<file path="src/rtl/button_int_ctrl.sv">
// Button interrupt controller: sync + debounce four buttons, latch presses as pending,
// and present one fixed-priority vectored request at a time to the CPU.
module button_int_ctrl #(
  parameter int                 DB_W            = 16,
  parameter int unsigned        DEBOUNCE_CYCLES = 16'd50000,
  parameter logic [15:0]        VEC_BASE        = 16'h0f80,
  parameter logic [15:0]        VEC_STRIDE      = 16'h0020
) (
  input  logic        clk,
  input  logic        rst,
  input  logic [3:0]  btn_raw,
  input  logic [3:0]  int_mask,
  input  logic        int_ack,
  input  logic        int_ret,
  output logic        int_req,
  output logic [15:0] int_vec,
  output logic [1:0]  int_id,
  output logic        in_service,
  output logic [3:0]  pending
);

  localparam logic [DB_W-1:0] DB_LAST = DB_W'(DEBOUNCE_CYCLES - 1);
  localparam logic [DB_W-1:0] CNT_ONE = DB_W'(1);

  typedef enum logic [1:0] {IDLE, REQ, SERVICE} state_t;

  logic [3:0]      btn_s1, btn_s2;
  logic [3:0]      db_level, db_prev;
  logic [DB_W-1:0] db_cnt [4];

  state_t          state, state_nxt;
  logic            req_nxt, svc_nxt;
  logic [1:0]      id_nxt;
  logic [15:0]     vec_nxt;
  logic [3:0]      eligible, clr, press;

  // Highest set bit wins; bit 3 is top priority.
  function automatic logic [1:0] top_bit(input logic [3:0] v);
    casez (v)
      4'b1???: top_bit = 2'd3;
      4'b01??: top_bit = 2'd2;
      4'b001?: top_bit = 2'd1;
      default: top_bit = 2'd0;
    endcase
  endfunction

  // Rank is a 2-bit distance from btn 3, so the vector wraps modulo 2**16.
  function automatic logic [15:0] vec_of(input logic [1:0] id);
    logic [1:0] rank;
    rank   = 2'd3 - id;
    vec_of = VEC_BASE + VEC_STRIDE * {14'd0, rank};
  endfunction

  // Synchroniser and per-button debounce
  always_ff @(posedge clk) begin
    if (rst) begin
      btn_s1   <= '0;
      btn_s2   <= '0;
      db_level <= '0;
      db_prev  <= '0;
      for (int i = 0; i < 4; i++) db_cnt[i] <= '0;
    end else begin
      btn_s1  <= btn_raw;
      btn_s2  <= btn_s1;
      db_prev <= db_level;
      for (int i = 0; i < 4; i++) begin
        if (btn_s2[i] == db_level[i]) begin
          db_cnt[i] <= '0;
        end else if (db_cnt[i] == DB_LAST) begin
          db_level[i] <= btn_s2[i];
          db_cnt[i]   <= '0;
        end else begin
          db_cnt[i] <= db_cnt[i] + CNT_ONE;
        end
      end
    end
  end

  assign press    = db_level & ~db_prev;
  assign eligible = pending & int_mask;

  // Arbitration / handshake FSM
  always_comb begin
    state_nxt = state;
    req_nxt   = int_req;
    svc_nxt   = in_service;
    id_nxt    = int_id;
    vec_nxt   = int_vec;
    clr       = '0;
    case (state)
      IDLE: begin
        if (|eligible) begin
          id_nxt    = top_bit(eligible);
          vec_nxt   = vec_of(id_nxt);
          req_nxt   = 1'b1;
          state_nxt = REQ;
        end
      end
      REQ: begin
        if (int_ack) begin
          req_nxt     = 1'b0;
          svc_nxt     = 1'b1;
          clr[int_id] = 1'b1;
          state_nxt   = SERVICE;
        end
      end
      SERVICE: begin
        if (int_ret) begin
          svc_nxt   = 1'b0;
          state_nxt = IDLE;
        end
      end
      default: state_nxt = IDLE;
    endcase
  end

  // A new press on the same edge as its ack keeps the bit set.
  always_ff @(posedge clk) begin
    if (rst) begin
      state      <= IDLE;
      int_req    <= 1'b0;
      int_vec    <= '0;
      int_id     <= '0;
      in_service <= 1'b0;
      pending    <= '0;
    end else begin
      state      <= state_nxt;
      int_req    <= req_nxt;
      int_vec    <= vec_nxt;
      int_id     <= id_nxt;
      in_service <= svc_nxt;
      pending    <= (pending & ~clr) | press;
    end
  end

endmodule

</file>
<file path="config.mk">
export PLATFORM = sky130hd
export DESIGN_NAME = button_int_ctrl
export DESIGN_NICKNAME = d
export VERILOG_FILES = /design/src/rtl/button_int_ctrl.sv
export SDC_FILE = /design/constraint.sdc
export NUM_CORES = 1
export LEC_CHECK = 0
export ABC_AREA = 1
export BUFFER_PORTS_ARGS = -buffer_cell sky130_fd_sc_hd__clkbuf_2
export CAP_MARGIN = 25
export CORE_ASPECT_RATIO = 1.1
export CORE_MARGIN = 3
export CORE_UTILIZATION = 45
export CTS_BUF_LIST = sky130_fd_sc_hd__clkbuf_16
export DETAILED_ROUTE_END_ITERATION = 16
export SETUP_SLACK_MARGIN = 0.5
export SLEW_MARGIN = 20
export SYNTH_ARGS = -nofsm -noshare
export SYNTH_HDL_FRONTEND = slang
export SYNTH_SLANG_ARGS = --single-unit
</file>
<file path="constraint.sdc">
create_clock -name clk -period 2.5 [get_ports clk]
set_input_delay 0.5 -clock clk [delete_from_list [all_inputs] [get_ports clk]]
set_output_delay 0.5 -clock clk [all_outputs]
set_load 0.005 [all_outputs]
</file>
==> results of run 1 <==
[power breakdown]
part	switching [uW]	total, uW	internal [uW]
Clock	545	1200	653
Combinational	96.0	143	47.5
Sequential	49.1	1740	1690
Total	690	3080	2390
[worst paths after layout]
kind	to	startpoint	slack, ns	cells after the start
setup / recovery	db_cnt[3][8]$_SDFFCE_PN0P_	db_cnt[3][0]$_SDFFCE_PN0P_	0.84	6
hold / removal	btn_s1[3]$_SDFF_PP0_	btn_raw[3]	0.35	3
setup reg to reg	db_cnt[3][8]$_SDFFCE_PN0P_	db_cnt[3][0]$_SDFFCE_PN0P_	0.84	6
hold reg to reg	btn_s2[3]$_SDFF_PP0_	btn_s1[3]$_SDFF_PP0_	0.40	2
[sequential cells by signal, summed over array words and instances, names as in the netlist]
register,count
db_level,4
db_prev,4
in_service,1
db_cnt,64
state,2
int_vec,3
btn_s1,4
int_id,2
pending,4
int_req,1
btn_s2,4
[placed cells by master, fill, tap and decap left out, drive strengths merged]
cell,n
a21boi,1
xnor2,11
nand3b,2
inv,88
dfxtp,29
a21oi,50
or2,2
clkinv,3
nand4,20
xor2,12
nand2,134
o21ai,13
nor2,135
clkbuf,35
ha,4
conb,73
buf,1
nand3,46
edfxtp,64
[routing by layer]
metal / track usage (%) / vias up / part of all wire, %
met1: 20.91 / 1758 / 52
met4: 6.905 / 0 / 1.4
met2: 23.89 / 62 / 44
met3: 2.359 / 7 / 3.4
met5: 0 / - / 0
li1: - / 2125 / -
[layout make-up]
cell class                 instances  area share [%]
tap                              143           3.130
clock buffer                       9           3.940
clock inverter                     7          0.4815
timing repair buffer              27           2.408
sequential                        93           43.77
inverter                          84           5.537
multi-input combinational        503           40.73
[metrics by stage]
stage                     utilization [%]  hold WS, ns  cells  setup WS [ns]  area [sq um]
final                               53.74       0.3548    866         0.8395          5717
after global routing                53.74       0.3509    866         0.6537          5717
after CTS                           53.74       0.3427    866         0.8142          5717
after detailed placement            51.36       0.3966    850         0.8087          5464
after global placement              51.36       0.3919    850         0.8434          5464
after floorplan                         -       0.3883    700         0.9377          5299
[cell families after synthesis]
group | after synthesis
AO/OA/AOI/OAI | 64
XOR/XNOR | 23
adder cells (fa/ha/maj) | 4
buffers and inverters | 104
flip-flops | 93
other | 2
AND/OR/NAND/NOR | 339
[critical path, cell delays in order (launching register included)]
cell	delay [ns]
edfxtp_1	0.43
ha_1	0.27
nand3_1	0.16
nor2_2	0.16
nand3_2	0.13
nand2_4	0.18
nor2_1	0.07
==> results.md, run 1 <==
- H-tree levels: 3
- Max-slew violation total from the final report: 0
- Die width: 106.8 um
- Clock transition at path regs: 0.06 ns
- Power Dens Cells: 539.6 nW/um^2
- Number of remaining DRC errors: 0
- Area taken by multi-input logic gates: 2328 sq um
- MaxCap Viol Count: 0
- Status: finished clean
- Adder-cell share of the synthesized area: 0.9945%
- Port bufs: 26
- Vias per cell: 4.564
- Synthesized area per cell: 8.001 sq um
- Mapped Area: 5032 sq um
- Seq cells post-synth: 93
- Number of global-route vias before repair: 3562
- All-Layer GR Usage: 15.20%
- Die Ht: 116.9 um
- Cell taking the most area after synthesis: edfxtp_1
- Top-count cell post-synth: nand2_1
- Fin. Hold Viols: 0
- DPL Wire Length: 6620 um
- Gpl congestion: 0.8216
- Multiplexer share of the synthesized area: 0%
- First-pass GRT wire length: 15440 um
- Peak VDD IR: 269.9 uV
- Synth Warn #: 0
- RSZ-0062 raised after global routing: no
- Routed via count: 3952
- DR pass1 iterations: 4
- Final Total Pwr: 3085 uW
- HP Class: input pin to flip-flop
- Post-CTS Hold Buffers: 0
- IO Pins: 36
- Floorplan row count: 39
- Core region area: 10640 sq um
- WL final: 8789 um
- Wirelength per Cell: 10.15 um
- Critical path type: flip-flop to flip-flop
- Critical Path RT: 2.58 ns
- Largest family of logic cells by synthesized area: simple AND/OR/NAND/NOR gates
- Layout cells sized above 1: 9.544%
- Period utilization: 66.42%
- TritonCTS clock tree: built
- Detail Route Antenna Nets: 0
- Clk Tree Root Cell: clkbuf_16
- Setup bufs post-CTS: 0
- Synth Area in XOR/XNOR: 4.003%
- Share of the yosys chip area belonging to registers: 49.73%
- Post-synth ARST share: 0%
- Synth top cells by count: nand2_1, nor2_1, inv_1
- TritonCTS Sinks: 93
- Area grow syn2layout: 13.60%
- Post-CTS sizing: 0
- Initial DRC Count: 142
- Startpoint class of the critical path: flip-flop
- Setup tns final: 0 ns
- Initial Utilization: 47.31%
- Register Area: 2502 sq um
- Largest net degree at the start of global routing: 24
- Post-synthesis compound-gate area fraction: 6.862%
- GRT overflow: 0
- EDFF count, synth: 64
- Min Clock Period, post-route: 1.660 ns
- Arrival time at the worst endpoint: 1.74 ns
- Maximum clock rate: 0.6022 GHz
- Clk Latency, worst-skew pair: 0.33 ns
- Post-synthesis cell count: 629
- Cell leakage power: 0.002337 uW
- CTS buffer count: 9
- Netlist cell types: 30
- CTS max path bufs: 2
- Initial antenna violation count: 0
- Fill cells: 1064
- Post-synth top flop: edfxtp_1
- N_diodes: 0
- Die area: 12490 sq um
- Layout Skew: 0.006894 ns
- CP endpoint kind: flip-flop
- Simple-Gate Fraction of Synth Area: 28.97%
- Synth top area cells: edfxtp_1, dfxtp_1, nand2_1
- CP Max Fanout: 16
- Final setup vio count: 0
- Nets@finish: 734
- Top-area cell type share of the netlist area: 38.19%
Power figures use the tool's default switching activity.
==> inputs of run 2 (changes only) <==
Settings changed: ABC_AREA 1 to 0, PLACE_DENSITY set to 0.65.
Clock period 2.5 ns to 1.5 ns, I/O delays scaled along.
==> results.md, run 2 <==
- Die area: 11520 sq um (-7.8%)
- Cell taking the most area after synthesis: edfxtp_1
- Sw power: 1258 uW (+82%)
- Worst flop-to-flop path startpoint: db_cnt[2][10]$_SDFFCE_PN0P_
- Synthesized area per cell: 10.47 sq um (+31%)
- EDFF count, synth: 64 (unchanged)
- DR pass1 iterations: 5 (+1)
- Floorplan row count: 38 (-2.6%)
- CTS buffer count: 9 (unchanged)
- GRT overflow: 0 (unchanged)
- Hold Crit Endpoint: btn_s1[1]$_SDFF_PP0_
- Layout cells sized above 1: 42.64% (+33 points)
- Gpl congestion: 0.8028 (-2.3%)
- Clk Tree Root Cell: clkbuf_16
- Most flops, register: db_cnt
- Post-route insts no fill: 779 (-10%)
- Fin Hold WS: 0.1683 ns (-0.1864 ns)
- Period utilization: 126.6% (+60 points)
- Top-count cell post-synth: nor2_1
- Final WS setup: -0.3988 ns (-1.238 ns)
- Post-synthesis cell count: 441 (-30%)
- Clock power share: 38.5% (-0.3 points)
- First-pass GRT wire length: 16570 um (+7.4%)
- Wirelength per Cell: 13.03 um (+28%)
- Layout Skew: 0.006518 ns (-0.0003760 ns)
- Sequential share of power: 53.0% (-3.5 points)
- Comb power frac: 8.5% (+3.9 points)
- Vias per cell: 4.850 (+6.3%)
- Commonest non-fill, non-tap cell in the layout: buf_4
- Rel. slew slack: 50.47%
- Worst R2R End: db_cnt[2][15]$_SDFFCE_PN0P_
- Die Ht: 112.3 um (-4.0%)
- Fill cells: 692 (-35%)
- Startpoint class of the critical path: flip-flop
- Initial DRC Count: 136 (-4.2%)
- Max-slew violation total from the final report: 0 (unchanged)
- Seq cells post-synth: 93 (unchanged)
- Maximum clock rate: 0.5267 GHz (-13%)
- Final setup vio count: 65 (+65)
- Arrival time at the worst endpoint: 1.98 ns (+0.24 ns)
- Largest net degree at the start of global routing: 17 (-29%)
- DPL Wire Length: 6729 um (+1.7%)
- RSZ-0062 raised after global routing: yes
- TritonCTS Sinks: 93 (unchanged)
- R2R depth: 5 (-1)
- Area grow syn2layout: 51.33%
- Detail Route Antenna Nets: 0 (unchanged)
- Min Clock Period, post-route: 1.899 ns (+0.2383 ns)
- Routed via count: 3778 (-4.4%)
- Cell leakage power: 0.002662 uW (+14%)
- All-Layer GR Usage: 18.29% (+3.1 points)
- Failing checks: setup timing
- Tightest Pin Transition: 0.7403 ns
- Post-CTS Hold Buffers: 0 (unchanged)
- Port bufs: 26 (unchanged)
- Fin. Hold Viols: 0 (unchanged)
- MaxCap Viol Count: 0 (unchanged)
- N_diodes: 0 (unchanged)
- Power Dens Cells: 775.3 nW/um^2 (+44%)
- Mapped Area: 4619 sq um (-8.2%)
- Post-Place Worst Slack: -0.4043 ns (-1.213 ns)
- CP endpoint kind: flip-flop
- Inst Count DP: 734 (-14%)
- Final Total Pwr: 5420 uW (+76%)
- Nets@finish: 670 (-8.7%)
- CP Max Fanout: 11 (-5)
- Share of the yosys chip area belonging to registers: 54.17% (+4.4 points)
- Synth Warn #: 0 (unchanged)
- Critical Path RT: 1.58 ns (-1.00 ns)
- Netlist cell types: 46 (+53%)
- Commonest cells after routing, fill and taps aside: buf_4, conb_1, edfxtp_1
- Flop2flop setup slack: -0.40 ns (-1.24 ns)
- Core region area: 9937 sq um (-6.6%)
- Min-delay src: btn_raw[1]
- Int Power: 4161 uW (+74%)
- Initial antenna violation count: 0 (unchanged)
- Max FFs per register: 64 (unchanged)
- Post-synth ARST share: 0% (unchanged)
- TritonCTS clock tree: built
- H-tree levels: 3 (unchanged)
- Status: finished with violations
- HP Class: input pin to flip-flop
- Switching Share: 23.22% (+0.85 points)
- Peak VDD IR: 528.8 uV (+96%)
- Critical path type: flip-flop to flip-flop
- IO Pins: 36 (unchanged)
- Worst Hold Depth: 2 (-1)
- Synth top cells by count: nor2_1, edfxtp_1, xnor2_1
- Number of global-route vias before repair: 3742 (+5.1%)
- Clock transition at path regs: 0.06 ns (about the same)
- Clk Latency, worst-skew pair: 0.34 ns (about the same)
- Top-area cell type share of the netlist area: 41.60% (+3.4 points)
- WL final: 10150 um (+16%)
- CTS max path bufs: 2 (unchanged)
- Number of remaining DRC errors: 0 (unchanged)
- Initial Utilization: 46.49% (-0.82 points)
- Post-synth top flop: edfxtp_1
- Core Util, Final: 70.35% (+17 points)
- Synth top area cells: edfxtp_1, dfxtp_1, xnor2_1
- Die width: 102.6 um (-4.0%)
## run 2: area by class of cell
type,instances,area [sq um],share of cell area [%]
Sequential cell,93,2534,36.24
Tap cell,120,150.1,2.148
Multi-Input combinational cell,387,2704,38.68
Inverter,11,41.29,0.5907
Clock buffer,9,225.2,3.222
Clock inverter,7,43.79,0.6265
Timing Repair Buffer,152,1292,18.49
## run 2: layer usage
layer | wire, um | part of all wire [%] | vias up | GRT usage [%]
li1 | - | - | 1918 | -
met1 | 4386 | 43 | 1779 | 21.36
met2 | 5286 | 52 | 59 | 31.40
met3 | 213 | 2.1 | 22 | 3.232
met4 | 266 | 2.6 | 0 | 9.711
met5 | 0 | 0 | - | 0
## run 2: power by group through the flow
| stage | logic [uW] | clock network (uW) | registers [uW] |
|---|---|---|---|
| final | 460 | 2090 | 2870 |
| after global routing | 506 | 2250 | 2880 |
| after CTS | 422 | 2130 | 2880 |
| after detailed placement | 375 | 0 | 2930 |
| after global placement | 369 | 0 | 2930 |
| after floorplan | 197 | 0 | 2950 |
## run 2: logic make-up after synthesis
logic type	after synthesis	share of synthesized area [%]
fa+ha+maj	4	1.083
compound gates	24	3.521
simple gates	223	25.00
other cells	2	0.1626
xor+xnor	57	10.81
flops	93	54.17
buf+inv	33	4.144
mux	5	1.111
## run 2: worst max-delay path by stage
stage	from	to	cells after the start
3_5_place_dp	db_cnt[2][10]$_SDFFCE_PN0P_	db_cnt[2][6]$_SDFFCE_PN0P_	5
5_1_grt	db_cnt[2][10]$_SDFFCE_PN0P_	db_cnt[2][15]$_SDFFCE_PN0P_	5
3_3_place_gp	db_cnt[2][10]$_SDFFCE_PN0P_	db_cnt[2][6]$_SDFFCE_PN0P_	5
2_1_floorplan	db_cnt[2][4]$_SDFFCE_PN0P_	db_cnt[2][0]$_SDFFCE_PN0P_	5
4_1_cts	db_cnt[2][10]$_SDFFCE_PN0P_	db_cnt[2][3]$_SDFFCE_PN0P_	5
6_report	db_cnt[2][10]$_SDFFCE_PN0P_	db_cnt[2][15]$_SDFFCE_PN0P_	5
## run 2: timing repair
action	in CTS	in global routing
hold endpoints to repair	0	0
gates cloned	3	0
endpoints found under the setup margin	95	94
setup buffers	20	6
pin swaps	21	14
resized for setup	72	73
## run 2: through the flow
stage,area [sq um],setup TNS (ns)
floorplan,5024,-11.97
global placement,5896,-12.44
detailed placement,5896,-14.09
CTS,6630,-14.37
global route,6990,-20.41
finish,6990,-16.19
## run 2: worst max-delay path: stages, from the launching register on
cell      delay [ns]
edfxtp_1        0.40
or4_4           0.54
or3_4           0.35
o21ai_4         0.16
buf_12          0.14
a21oi_1         0.05
==> inputs of run 3 (changes only) <==
Settings changed: CELL_PAD_IN_SITES_DETAIL_PLACEMENT set to 0, CELL_PAD_IN_SITES_GLOBAL_PLACEMENT set to 2, CORE_UTILIZATION 45 to 35, PLACE_DENSITY 0.65 to not set, PLACE_DENSITY_LB_ADDON set to 0.1.
==> results.md, run 3 (synthesis results as in run 2) <==
- Fill cells: 1194 (+73%)
- Min Clock Period, post-route: 1.892 ns (-0.006391 ns)
- First-pass GRT wire length: 16610 um (+0.21%)
- DR pass1 iterations: 4 (-1)
- Detail Route Antenna Nets: 0 (unchanged)
- N_diodes: 0 (unchanged)
- Critical Path RT: 1.60 ns (+0.02 ns)
- Failing checks: setup timing
- MaxCap Viol Count: 0 (unchanged)
- Period utilization: 126.2% (-0.43 points)
- Vias per cell: 4.587 (-5.4%)
- CP Max Fanout: 7 (-4)
- H-tree levels: 3 (unchanged)
- Power Dens Cells: 818.8 nW/um^2 (+5.6%)
- TritonCTS clock tree: built
- Startpoint class of the critical path: flip-flop
- IO Pins: 36 (unchanged)
- Clk Tree Root Cell: clkbuf_16
- CP Cell Sequence: or4_1 -> or4_4 -> nand2_8 -> nor2_1
- Initial DRC Count: 146 (+7.4%)
- Core region area: 12750 sq um (+28%)
- Int Power: 4420 uW (+6.2%)
- Routed via count: 3697 (-2.1%)
- Sequential share of power: 50.5% (-2.5 points)
- Comb power frac: 7.8% (-0.7 points)
- Commonest non-fill, non-tap cell in the layout: buf_4
- Max incr delay on CP: 0.52 ns (-0.02 ns)
- Wirelength per Cell: 12.29 um (-5.7%)
- Crit-path leading delay family: simple AND/OR/NAND/NOR gates
- Maximum clock rate: 0.5284 GHz (+0.34%)
- Layout cells sized above 1: 41.91% (-0.73 points)
- Commonest cells after routing, fill and taps aside: buf_4, conb_1, edfxtp_1
- Fin. Hold Viols: 0 (unchanged)
- Gpl congestion: 0.7270 (-9.4%)
- Final WS setup: -0.3924 ns (+0.006391 ns)
- Layout Skew: 0.009369 ns (+0.002852 ns)
- CTS max path bufs: 2 (unchanged)
- Setup tns final: -14.67 ns (+1.520 ns)
- Critical path type: flip-flop to flip-flop
- Status: finished with violations
- Die width: 115.5 um (+13%)
- TritonCTS Sinks: 93 (unchanged)
- HP Class: input pin to flip-flop
- CP endpoint kind: flip-flop
- Arrival time at the worst endpoint: 1.99 ns (about the same)
- Max FFs per register: 64 (unchanged)
- Clock power share: 41.8% (+3.3 points)
- CTS buffer count: 9 (unchanged)
- Rel. slew slack: 49.52% (-0.94 points)
- All-Layer GR Usage: 14.16% (-4.1 points)
- Die area: 14610 sq um (+27%)
- CP bufs+invs: 0 (-1)
- CP Launch Point: db_cnt[1][7]$_SDFFCE_PN0P_
- Cell leakage power: 0.002613 uW (-1.8%)
- Floorplan row count: 43 (+13%)
- Highest-delay cell along the critical path: or4_1
- Tightest Pin Transition: 0.7544 ns (+0.01409 ns)
- WL final: 9903 um (-2.5%)
- Worst flop-to-flop path startpoint: db_cnt[1][7]$_SDFFCE_PN0P_
- Switching Share: 22.25% (-0.96 points)
- Post-route insts no fill: 806 (+3.5%)
- Sw power: 1265 uW (+0.55%)
- Port bufs: 26 (unchanged)
- Inst Count DP: 764 (+4.1%)
- Largest net degree at the start of global routing: 16 (-1)
- Number of remaining DRC errors: 0 (unchanged)
- Initial antenna violation count: 0 (unchanged)
- Post-CTS Hold Buffers: 0 (unchanged)
- Min-delay src: btn_raw[2]
- Max-slew violation total from the final report: 0 (unchanged)
- Final setup vio count: 64 (-1.5%)
- Peak VDD IR: 455.1 uV (-14%)
- Clock transition at path regs: 0.07 ns (about the same)
- Nets@finish: 660 (-1.5%)
- Most flops, register: db_cnt
- GRT overflow: 0 (unchanged)
- Number of global-route vias before repair: 3627 (-3.1%)
- Die Ht: 126.5 um (+13%)
- RSZ-0062 raised after global routing: yes
- Area grow syn2layout: 50.30%
- DPL Wire Length: 6800 um (+1.1%)
- Initial Utilization: 36.23% (-10 points)
- Clk Latency, worst-skew pair: 0.35 ns (about the same)
-- run 3: cell types whose count changed in the layout (fill, tap and decap cells not counted), sizes merged --
cell    change
buf         -9
bufinv      +1
clkinv      -2
-- run 3: path summary, 6_finish.rpt --
| path | to | slack (ns) | depth (start not counted) |
|---|---|---|---|
| worst min register to register | btn_s2[0]$_SDFF_PP0_ | 0.44 | 1 |
| worst max-delay path | db_cnt[1][10]$_SDFFCE_PN0P_ | -0.39 | 4 |
| worst max register to register | db_cnt[1][10]$_SDFFCE_PN0P_ | -0.39 | 4 |
| worst min-delay path | btn_s1[2]$_SDFF_PP0_ | 0.17 | 2 |
-- run 3: worst reg2reg max path, delay by kind of cell (launching register included) --
family	cells	cell delay [ns]
AND/OR/NAND/NOR	4	1.26
flip-flops	1	0.38
-- run 3: power groups by stage --
| stage | clock network (uW) | registers, uW | logic (uW) |
|---|---|---|---|
| 2_1_floorplan | 0 | 2950 | 197 |
| 3_3_place_gp | 0 | 2930 | 363 |
| 3_5_place_dp | 0 | 2940 | 364 |
| 4_1_cts | 2460 | 2870 | 404 |
| 5_1_grt | 2560 | 2880 | 496 |
| 6_report | 2370 | 2870 | 442 |
-- run 3: stage by stage --
stage / setup WS, ns / util, % / area, sq um / hold slack, ns / power, uW
2_1_floorplan: -0.4305 / - / 5024 / 0.4089 / 3144
3_3_place_gp: -0.3749 / 46.09 / 5877 / 0.4205 / 3296
3_5_place_dp: -0.3954 / 46.09 / 5877 / 0.4204 / 3301
4_1_cts: -0.3745 / 51.30 / 6541 / 0.1580 / 5736
5_1_grt: -0.4620 / 54.45 / 6943 / 0.1766 / 5935
6_report: -0.3924 / 54.45 / 6943 / 0.1689 / 5685
-- run 3: routing by layer --
metal | wire length, um | global-route usage [%] | vias to the layer above
met3 | 335 | 2.481 | 10
met2 | 4756 | 22.38 | 56
met4 | 186 | 6.008 | 0
met1 | 4625 | 19.08 | 1744
li1 | - | - | 1887
met5 | 0 | 0 | -
-- run 3: layout make-up --
cell class                      instances  area, sq um  share of cell area [%]
Clock buffer                           10        250.2                   3.604
Clock inverter                          6        58.81                  0.8470
Tap cell                              157        196.4                   2.829
Timing Repair Buffer                  142         1156                   16.65
Multi-Input combinational cell        387         2701                   38.91
Inverter                               11        41.29                  0.5947
Sequential cell                        93         2539                   36.57
-- run 3: timing repair --
action,CTS,global route
gates resized for setup,60,81
endpoints found under the setup margin,95,95
pin swaps,16,11
gates cloned,1,1
setup buffers,17,7
endpoints found under the hold margin,0,0
